## config.mk

```make
export PLATFORM = sky130hd
export DESIGN_NAME = argmax_onehot
export DESIGN_NICKNAME = d
export VERILOG_FILES = /design/src/rtl/bnn_pkg.sv /design/src/rtl/argmax_cmp.sv /design/src/rtl/argmax_onehot.sv
export SDC_FILE = /design/constraint.sdc
export NUM_CORES = 1
export LEC_CHECK = 0
export CAP_MARGIN = 25
export CORE_MARGIN = 2
export CORE_UTILIZATION = 36
export DETAILED_ROUTE_END_ITERATION = 12
export PLACE_DENSITY = 0.59
export SYNTH_ARGS = -nofsm -noshare
export SYNTH_HDL_FRONTEND = slang
export SYNTH_HIERARCHICAL = 1
export SYNTH_SLANG_ARGS = --single-unit
```

## constraint.sdc

```tcl
create_clock -name clk -period 3.4 [get_ports clk]
set_clock_uncertainty 0.05 [all_clocks]
set_input_delay 0.68 -clock clk [delete_from_list [all_inputs] [get_ports clk]]
set_output_delay 0.68 -clock clk [all_outputs]
set_load 0.02 [all_outputs]
```

## src/rtl/bnn_pkg.sv

```systemverilog
// ---------------------------------------------------------------------------
// bnn_pkg -- shared constants and types for the BNN classifier back end.
//
// Contents:
//   NUM_CLASSES      number of class scores per image (fixed at 10 to match
//                    the downstream one-hot decoder)
//   SCORE_W_DEFAULT  default width of a two's-complement class score
//   IDX_W            width of a class index (0..NUM_CLASSES-1)
//   argmax_state_t   ACC (collecting scores) / HOLD (result pending)
//   idx_onehot()     class index -> one-hot class vector
// ---------------------------------------------------------------------------
package bnn_pkg;

   localparam int NUM_CLASSES     = 10;
   localparam int SCORE_W_DEFAULT = 16;
   localparam int IDX_W           = 4;

   typedef enum logic {
      ACC  = 1'b0,
      HOLD = 1'b1
   } argmax_state_t;

   function automatic logic [NUM_CLASSES-1:0] idx_onehot(input logic [IDX_W-1:0] idx);
      idx_onehot = NUM_CLASSES'(1) << idx;
   endfunction

endpackage

```

## src/rtl/argmax_cmp.sv

```systemverilog
// ---------------------------------------------------------------------------
// argmax_cmp -- one step of the running argmax.
//
// Decides whether the incoming score replaces the running maximum. The first
// score of an image always wins; after that a score wins only when strictly
// greater (signed), so ties keep the lowest class index. Pure compare and
// select, so score extremes cannot overflow.
//
// Ports:
//   first     in   1        current score is class 0 of a new image
//   score     in   SCORE_W  incoming signed score
//   cur_idx   in   IDX_W    class index of the incoming score
//   run_max   in   SCORE_W  running maximum so far
//   run_idx   in   IDX_W    class index of the running maximum
//   max_out   out  SCORE_W  updated maximum
//   win_out   out  IDX_W    updated winner index
// ---------------------------------------------------------------------------
module argmax_cmp
   import bnn_pkg::*;
#(
   parameter int SCORE_W = SCORE_W_DEFAULT
) (
   input  logic                      first,
   input  logic signed [SCORE_W-1:0] score,
   input  logic        [IDX_W-1:0]   cur_idx,
   input  logic signed [SCORE_W-1:0] run_max,
   input  logic        [IDX_W-1:0]   run_idx,
   output logic signed [SCORE_W-1:0] max_out,
   output logic        [IDX_W-1:0]   win_out
);

   logic take;

   // Both operands are declared signed, so '>' is a two's-complement compare.
   assign take    = first || (score > run_max);
   assign max_out = take ? score   : run_max;
   assign win_out = take ? cur_idx : run_idx;

endmodule

```

## src/rtl/argmax_onehot.sv

```systemverilog
// ---------------------------------------------------------------------------
// argmax_onehot -- streaming argmax over NUM_CLASSES signed class scores.
//
// Scores arrive one per accepted beat in class order 0..9. After the 10th
// accept the winning class is registered as a one-hot vector and held, with
// out_valid high, until the consumer takes it. in_ready is low while a result
// is pending, including the cycle the result is handed off.
//
// Optional feature (macro ARGMAX_SCORE_OUT_EN): adds output max_score, the
// winning score, registered and held alongside classes.
//
// Ports:
//   clk        in   1            rising-edge clock
//   rst        in   1            asynchronous active-high reset
//   clear      in   1            synchronous abort of the image in progress
//   in_valid   in   1            score present on in_score
//   in_ready   out  1            score accepted this cycle (state ACC)
//   in_score   in   SCORE_W      signed class score
//   out_valid  out  1            classes holds a result (state HOLD)
//   out_ready  in   1            consumer accepts the result
//   classes    out  NUM_CLASSES  one-hot winner, zero when out_valid=0
//   max_score  out  SCORE_W      winning score (ARGMAX_SCORE_OUT_EN only)
// ---------------------------------------------------------------------------
module argmax_onehot
   import bnn_pkg::*;
#(
   parameter int SCORE_W     = SCORE_W_DEFAULT,
   parameter int NUM_CLASSES = bnn_pkg::NUM_CLASSES
) (
   input  logic                      clk,
   input  logic                      rst,
   input  logic                      clear,
   input  logic                      in_valid,
   output logic                      in_ready,
   input  logic signed [SCORE_W-1:0] in_score,
   output logic                      out_valid,
   input  logic                      out_ready,
   output logic [NUM_CLASSES-1:0]    classes
`ifdef ARGMAX_SCORE_OUT_EN
   ,
   output logic signed [SCORE_W-1:0] max_score
`endif
);

   localparam logic [IDX_W-1:0] LAST_IDX = IDX_W'(NUM_CLASSES - 1);

   argmax_state_t             state_q, state_d;
   logic [IDX_W-1:0]          idx_q;
   logic signed [SCORE_W-1:0] run_max_q;
   logic [IDX_W-1:0]          run_win_q;
   logic [NUM_CLASSES-1:0]    classes_q;

   logic                      accept;
   logic                      last;
   logic signed [SCORE_W-1:0] cmp_max;
   logic [IDX_W-1:0]          cmp_win;

   // clear in ACC drops a score offered in the same cycle.
   assign accept = in_valid && in_ready && !clear;
   assign last   = (idx_q == LAST_IDX);

   argmax_cmp #(
      .SCORE_W (SCORE_W)
   ) u_cmp (
      .first   (idx_q == '0),
      .score   (in_score),
      .cur_idx (idx_q),
      .run_max (run_max_q),
      .run_idx (run_win_q),
      .max_out (cmp_max),
      .win_out (cmp_win)
   );

   // ---------------------------------------------------------------------
   // FSM: state register
   // ---------------------------------------------------------------------
   always_ff @(posedge clk or posedge rst) begin
      if (rst) begin
         state_q <= ACC;
      end else begin
         state_q <= state_d;
      end
   end

   // ---------------------------------------------------------------------
   // FSM: next state and handshake outputs
   // ---------------------------------------------------------------------
   always_comb begin
      // NOTE: every output of this block gets a default first, so no path
      // leaves a signal unassigned and no latch is inferred.
      state_d   = state_q;
      in_ready  = 1'b0;
      out_valid = 1'b0;
      unique case (state_q)
         ACC: begin
            in_ready = 1'b1;
            if (accept && last) state_d = HOLD;
         end
         HOLD: begin
            out_valid = 1'b1;
            // clear is ignored here: a pending result is never discarded.
            if (out_ready) state_d = ACC;
         end
         default: state_d = ACC;
      endcase
   end

   // ---------------------------------------------------------------------
   // Datapath: index counter, running max/winner, result registers
   // ---------------------------------------------------------------------
   always_ff @(posedge clk or posedge rst) begin
      // NOTE: state is updated with non-blocking assignments so every
      // register samples pre-edge values regardless of statement order.
      if (rst) begin
         idx_q     <= '0;
         run_max_q <= '0;
         run_win_q <= '0;
         classes_q <= '0;
      end else begin
         unique case (state_q)
            ACC: begin
               if (clear) begin
                  idx_q <= '0;
               end else if (accept) begin
                  run_max_q <= cmp_max;
                  run_win_q <= cmp_win;
                  if (last) begin
                     idx_q     <= '0;
                     classes_q <= idx_onehot(cmp_win);
                  end else begin
                     idx_q <= idx_q + 1'b1;
                  end
               end
            end
            HOLD: begin
               // Zeroing on hand-off keeps classes all-zero outside HOLD.
               if (out_ready) classes_q <= '0;
            end
            default: ;
         endcase
      end
   end

   assign classes = classes_q;

`ifdef ARGMAX_SCORE_OUT_EN
   logic signed [SCORE_W-1:0] max_score_q;

   always_ff @(posedge clk or posedge rst) begin
      if (rst) begin
         max_score_q <= '0;
      end else if (state_q == ACC) begin
         if (accept && last) max_score_q <= cmp_max;
      end else if (out_ready) begin
         max_score_q <= '0;
      end
   end

   assign max_score = max_score_q;
`endif

endmodule

```

# ---- Yosys cells after proc, flatten, opt, wreduce, memory -nomap -nowiden
# Cells that the tools add are included.
dict set report word_totals {
  ff_bits 35
  in_bits 21
  out_inout_bits 12
  wordCells 40
}
dict set report op_classes {
  shifts 1
  magnitude_cmp 1
  n_bitwise 2
  n_reduce_logical 11
  eq_ne 5
  muxes 14
  addsub 1
}
# cell count
set ops {}
lappend ops {{$mux W10} 4}
lappend ops {{$pmux W10 S2} 1}
lappend ops {{$gt A16 B16 Y1} 1}
lappend ops {{$mux W4} 4}
lappend ops {{$shl A1 B4 Y10 const A} 1}
lappend ops {{$ne A2 B2 Y1 const B} 4}
lappend ops {{$reduce_and A4 Y1} 2}
lappend ops {{$add A4 B1 Y4 const B} 1}
lappend ops {{$eq A4 B4 Y1 const B} 1}
lappend ops {{$logic_not A4 Y1} 1}
lappend ops {{$mux W1} 4}
lappend ops {{$logic_and A1 B1 Y1} 3}
lappend ops {{$reduce_and A3 Y1} 1}
lappend ops {{$not A1 Y1} 2}
lappend ops {{$pmux W1 S2} 1}
lappend ops {{$reduce_and A2 Y1} 1}
lappend ops {{$reduce_bool A2 Y1} 1}
lappend ops {{$logic_not A1 Y1} 1}
lappend ops {{$logic_or A1 B1 Y1} 1}

# ---- Depth between registers and ports, before layout
dict set report depth {
  depth_word 8
  depth_mapped 12
  ltp_nobuf 11
}

# ---- Modules after synthesis
# The synthesis kept the hierarchy.
# mod n_inst cells_each seq_area_each_um2 area_each_um2
set modules_own_cells {}
lappend modules_own_cells {argmax_onehot 1 155 875.8 1510.2}
lappend modules_own_cells {argmax_cmp 1 80 0.0 754.5}

# ---- Least setup slack after synthesis
# OpenSTA, ideal clock, no wires.
dict set report synth_timing {
  path_kind {input port to flip-flop}
  from {input in_score[15]}
  to {register classes_q[4] (netlist: classes[4])}
  setup_ns 0.065
  slack_ns -0.026
  required_ns 3.285
  path_buffers 1
  t_arrival_ns 3.311
  stages 11
  cell_sequence {ha_1 -> nand4_2 -> nor2_1 -> a311o_1 -> a221oi_2 -> mux2i_1 -> buf_6 -> mux2_4 -> or3b_2 -> nor3_1 -> mux2_2}
}
dict set report synth_between {
  elab_chain_cells 8
}
# item line_no
set synth_rtl {}
lappend synth_rtl {{start, declared} argmax_onehot.sv:35} ;# input logic signed [SCORE_W-1:0] in_score,
lappend synth_rtl {{$gt A16 B16 Y1} argmax_cmp.sv:35} ;# assign take = first || (score > run_max);
lappend synth_rtl {{$logic_or A1 B1 Y1} argmax_cmp.sv:35}
lappend synth_rtl {{$mux W4} argmax_cmp.sv:37} ;# assign win_out = take ? cur_idx : run_idx;
lappend synth_rtl {{net cmp_win[3]} argmax_onehot.sv:56} ;# logic [IDX_W-1:0] cmp_win;
lappend synth_rtl {{$shl A1 B4 Y10} bnn_pkg.sv:24} ;# idx_onehot = NUM_CLASSES'(1) << idx;
lappend synth_rtl {{$mux W10} argmax_onehot.sv:127} ;# if (last) begin
lappend synth_rtl {{$mux W10} argmax_onehot.sv:124} ;# end else if (accept) begin
lappend synth_rtl {{$mux W10} argmax_onehot.sv:122} ;# if (clear) begin
lappend synth_rtl {{$pmux W10 S2} argmax_onehot.sv:120} ;# unique case (state_q)
lappend synth_rtl {{end signal, assigned} argmax_onehot.sv:129} ;# classes_q <= idx_onehot(cmp_win);
lappend synth_rtl {{end, declared} argmax_onehot.sv:51} ;# logic [NUM_CLASSES-1:0] classes_q;
# The timed path passes the listed nets, and every way through them passes these cells. The select of a mux whose other input is x is not followed.
# A chain may end at the register's enable or synchronous reset.

# ---- Final worst setup path
dict set report layout_timing {
  from {input in_score[3]}
  to {register classes_q[0] (netlist: classes[0])}
}
# The elaborated chain is that of the path after synthesis.

==> metrics.md <==
| Metric | Value |
|---|---|
| Worst slew pin tran | 476.7 ps |
| Starting Density | 37.80% |
| YS warnings | 6 |
| DP Wirelength | 3219 um |
| Total GRT Usage | 14.39% |
| Wirelength, routed | 4763 um |
| Post-Place Cells | 348 |
| Mapped Cells | 235 |
| CP startpoint kind | input port |
| Async SR Flop Fraction | 100.0% |
| Routed via count | 1730 |
| # DRC | 0 |
| # port buffers | 32 |
| Reg2reg end | classes[0]$_DFFE_PP0P_ |
| Synthesized cell area | 2265 um^2 |
| Main synth FF type | dfrtp_1 |
| Clock Path Buffers | 2 |
| CP Class | input port to register |
| Die height | 83.32 um |
| Fin. max-slew vios | 0 |
| Sw Share | 31.99% |
| Total CTS buffers | 5 |
| Commonest non-fill, non-tap cells in the layout | nand2_1 (67), dfrtp_1 (35), inv_1 (24) |
| Fin crit share | 97.51% |
| Clock period minus worst slack | 3315 ps |
| Met2 WL | 2255 um |
| Max Used Layer | met4 |
| DR WL/cell | 13.38 um |
| P_leak | 0.001524 uW |
| Peak VDD IR | 210.9 uV |
| Combinational share of power | 37.3% |
| Hold WS | 431.1 ps |
| Syn avg cell area | 9.637 um^2 |
| Initial antenna violation count | 0 |
| Met1 Routed Length | 2312 um |
| Number of synthesized flops with an enable pin | 0 |
| First-pass GRT wire length | 8217 um |
| Largest net degree at the start of global routing | 36 |
| Core Rows | 28 |
| Worst r2r src | run_max_q[15]$_DFFE_PP0P_ |
| Skew-Pair Late Insertion Delay | 290 ps |
| Fmax | 0.3016 GHz |
| DR pass1 iterations | 4 |
| Core footprint | 5991 um^2 |
| # setup viols final | 0 |
| Status | complete, no violations |
| Crit end category | register |
| # H-tree levels | 2 |
| Clk pwr share | 24.7% |
| CP Capture Point | classes[0]$_DFFE_PP0P_ |
| CTS tree | done |
| Commonest non-fill, non-tap cell in the layout | nand2_1 |
| Hold depth | 2 |
| Crit path launch | in_score[3] |
| Pwr per Cell Area | 448.1 nW/um^2 |
| Post-Syn Nets | 275 |
| Design Power | 1356 uW |
| Grt ovf | 0 |
| Ant. Diodes | 0 |
| Die area | 6941 um^2 |
| Worst-path fanout max | 4 |
| GP Congestion | 0.7474 |
| Cell-internal power | 922.1 uW |
| Syn-to-layout area delta | 33.59% |
| Final ANT Viol Nets | 0 |
| FF+latch count, synth | 35 |
| Clock transition at path regs | 70 ps |
| Iteration-0 DRC count of the detailed router | 65 |
| Distinct cells, synth | 36 |
| Die X | 83.32 um |
| Non-Filler Instances | 356 |
| Number of fillers in the final layout | 537 |
| Worst hold start | run_win_q[2]$_DFFE_PP0P_ |
| CTS root buf | clkbuf_8 |
| Seq pwr share | 37.9% |
| Hold Buf Count CTS | 0 |
| Reg-to-reg setup timing slack | 390 ps |
| I/O pins | 33 |
| Slew Limit Headroom | 68.22% |
| Hold Path Class | register to register |
| Switching pwr | 433.7 uW |
| DR vias/cell | 4.860 |
| Reg2Reg Depth | 11 |
| Metal3 WL | 103 um |
| Setup Buffers After CTS | 0 |
| Clock sink total | 35 |
| Share of layout cells above drive strength 1 | 28.83% |
| Max Cap Viol | 0 |
| Final nets | 320 |
| Worst Path Required | 3580 ps |
| Critical path arrival | 3490 ps |
| Final core utilization | 50.50% |
| Vias in the first global route | 1797 |
| Post-synthesis sequential area ratio | 38.67% |
| Final hold viol count | 0 |
==> worst min-delay path by stage <==
stage / end / slack (ps)
finish: run_win_q[2]$_DFFE_PP0P_ / 430
global route: run_win_q[3]$_DFFE_PP0P_ / 450
CTS: run_win_q[2]$_DFFE_PP0P_ / 430
detailed placement: run_win_q[0]$_DFFE_PP0P_ / 420
global placement: run_win_q[2]$_DFFE_PP0P_ / 410
floorplan: run_win_q[2]$_DFFE_PP0P_ / 400
==> cell families (layout without fill, tap and decap cells) <==
family                     after synthesis  after routing  share of synthesized area, %
AOI/OAI and AO/OA                       21             21                         6.797
DFF                                     35             35                         38.67
buffers and inverters                   31             77                         5.856
adders and majority gates               19             19                         10.50
and+or+nand+nor                         98             98                         19.50
muxes                                   31             31                         18.67
==> cell usage after synthesis, types with 2 or more instances <==
master	n	area share, %
nand4_1	2	0.55
a21oi_1	8	1.8
mux2_2	10	5.0
nand3_1	3	0.66
nand2b_1	2	0.55
o21ai_0	2	0.44
dfrtp_1	35	39
buf_6	2	0.99
or3b_2	2	0.77
clkbuf_1	4	0.66
mux2_4	20	13
nor2_1	10	1.7
nand3b_1	2	0.66
ha_1	19	10
or3_1	2	0.55
nand2_1	67	11
nor3_1	3	0.66
inv_1	24	4.0
==> power groups by stage <==
stage / sequential [uW] / clock, uW / combinational [uW]
after detailed placement: 522 / 0 / 440
final: 514 / 335 / 506
after CTS: 514 / 346 / 480
after floorplan: 518 / 0 / 314
after global placement: 521 / 0 / 432
after global routing: 523 / 360 / 566
==> flip-flops by register name (all words and copies together) (netlist names) <==
register and count:
run_win_q 4, state_q 1, idx_q 4, run_max_q 16
classes 10
==> critical path, stage by stage <==
cell and delay, ps:
clkdlybuf4s50_1 520, ha_4 220, buf_4 120, nand2_1 120, nor4_4 70, a221oi_2 370, mux2i_4 360, mux2_4 340
or3_4 430, nor3_4 110, mux2_4 150
==> what timing repair did <==
action                     4_1_cts  5_1_grt
resized for setup               21       17
setup endpoints to repair       10       10
pin swaps                       10       12
hold endpoints to repair         0        0
==> routing by layer <==
layer	GRT usage, %	up-vias
met1	18.71	831
li1	-	874
met4	6.259	0
met3	2.087	8
met2	23.75	17
met5	0	-
==> metrics by stage <==
stage / instance area, um^2 / setup WS [ps] / setup TNS [ps]
floorplan: 2267 / 22.98 / 0
global placement: 2749 / -431.8 / -6732
detailed placement: 2749 / -456.7 / -7127
CTS: 2944 / 9.308 / 0
global route: 3025 / -12.85 / -12.85
finish: 3025 / 84.67 / 0
==> final cells by class <==
cell class / count / area, um^2 / area share [%]
clock buffers: 8 / 100.1 / 3.309
inverters: 24 / 90.09 / 2.978
multi-input cells: 169 / 1440 / 47.60
flip-flops and latches: 35 / 875.8 / 28.95
well taps: 75 / 93.84 / 3.102
repair buffers: 45 / 425.4 / 14.06
No activity file was read; power rests on OpenSTA's default activity.
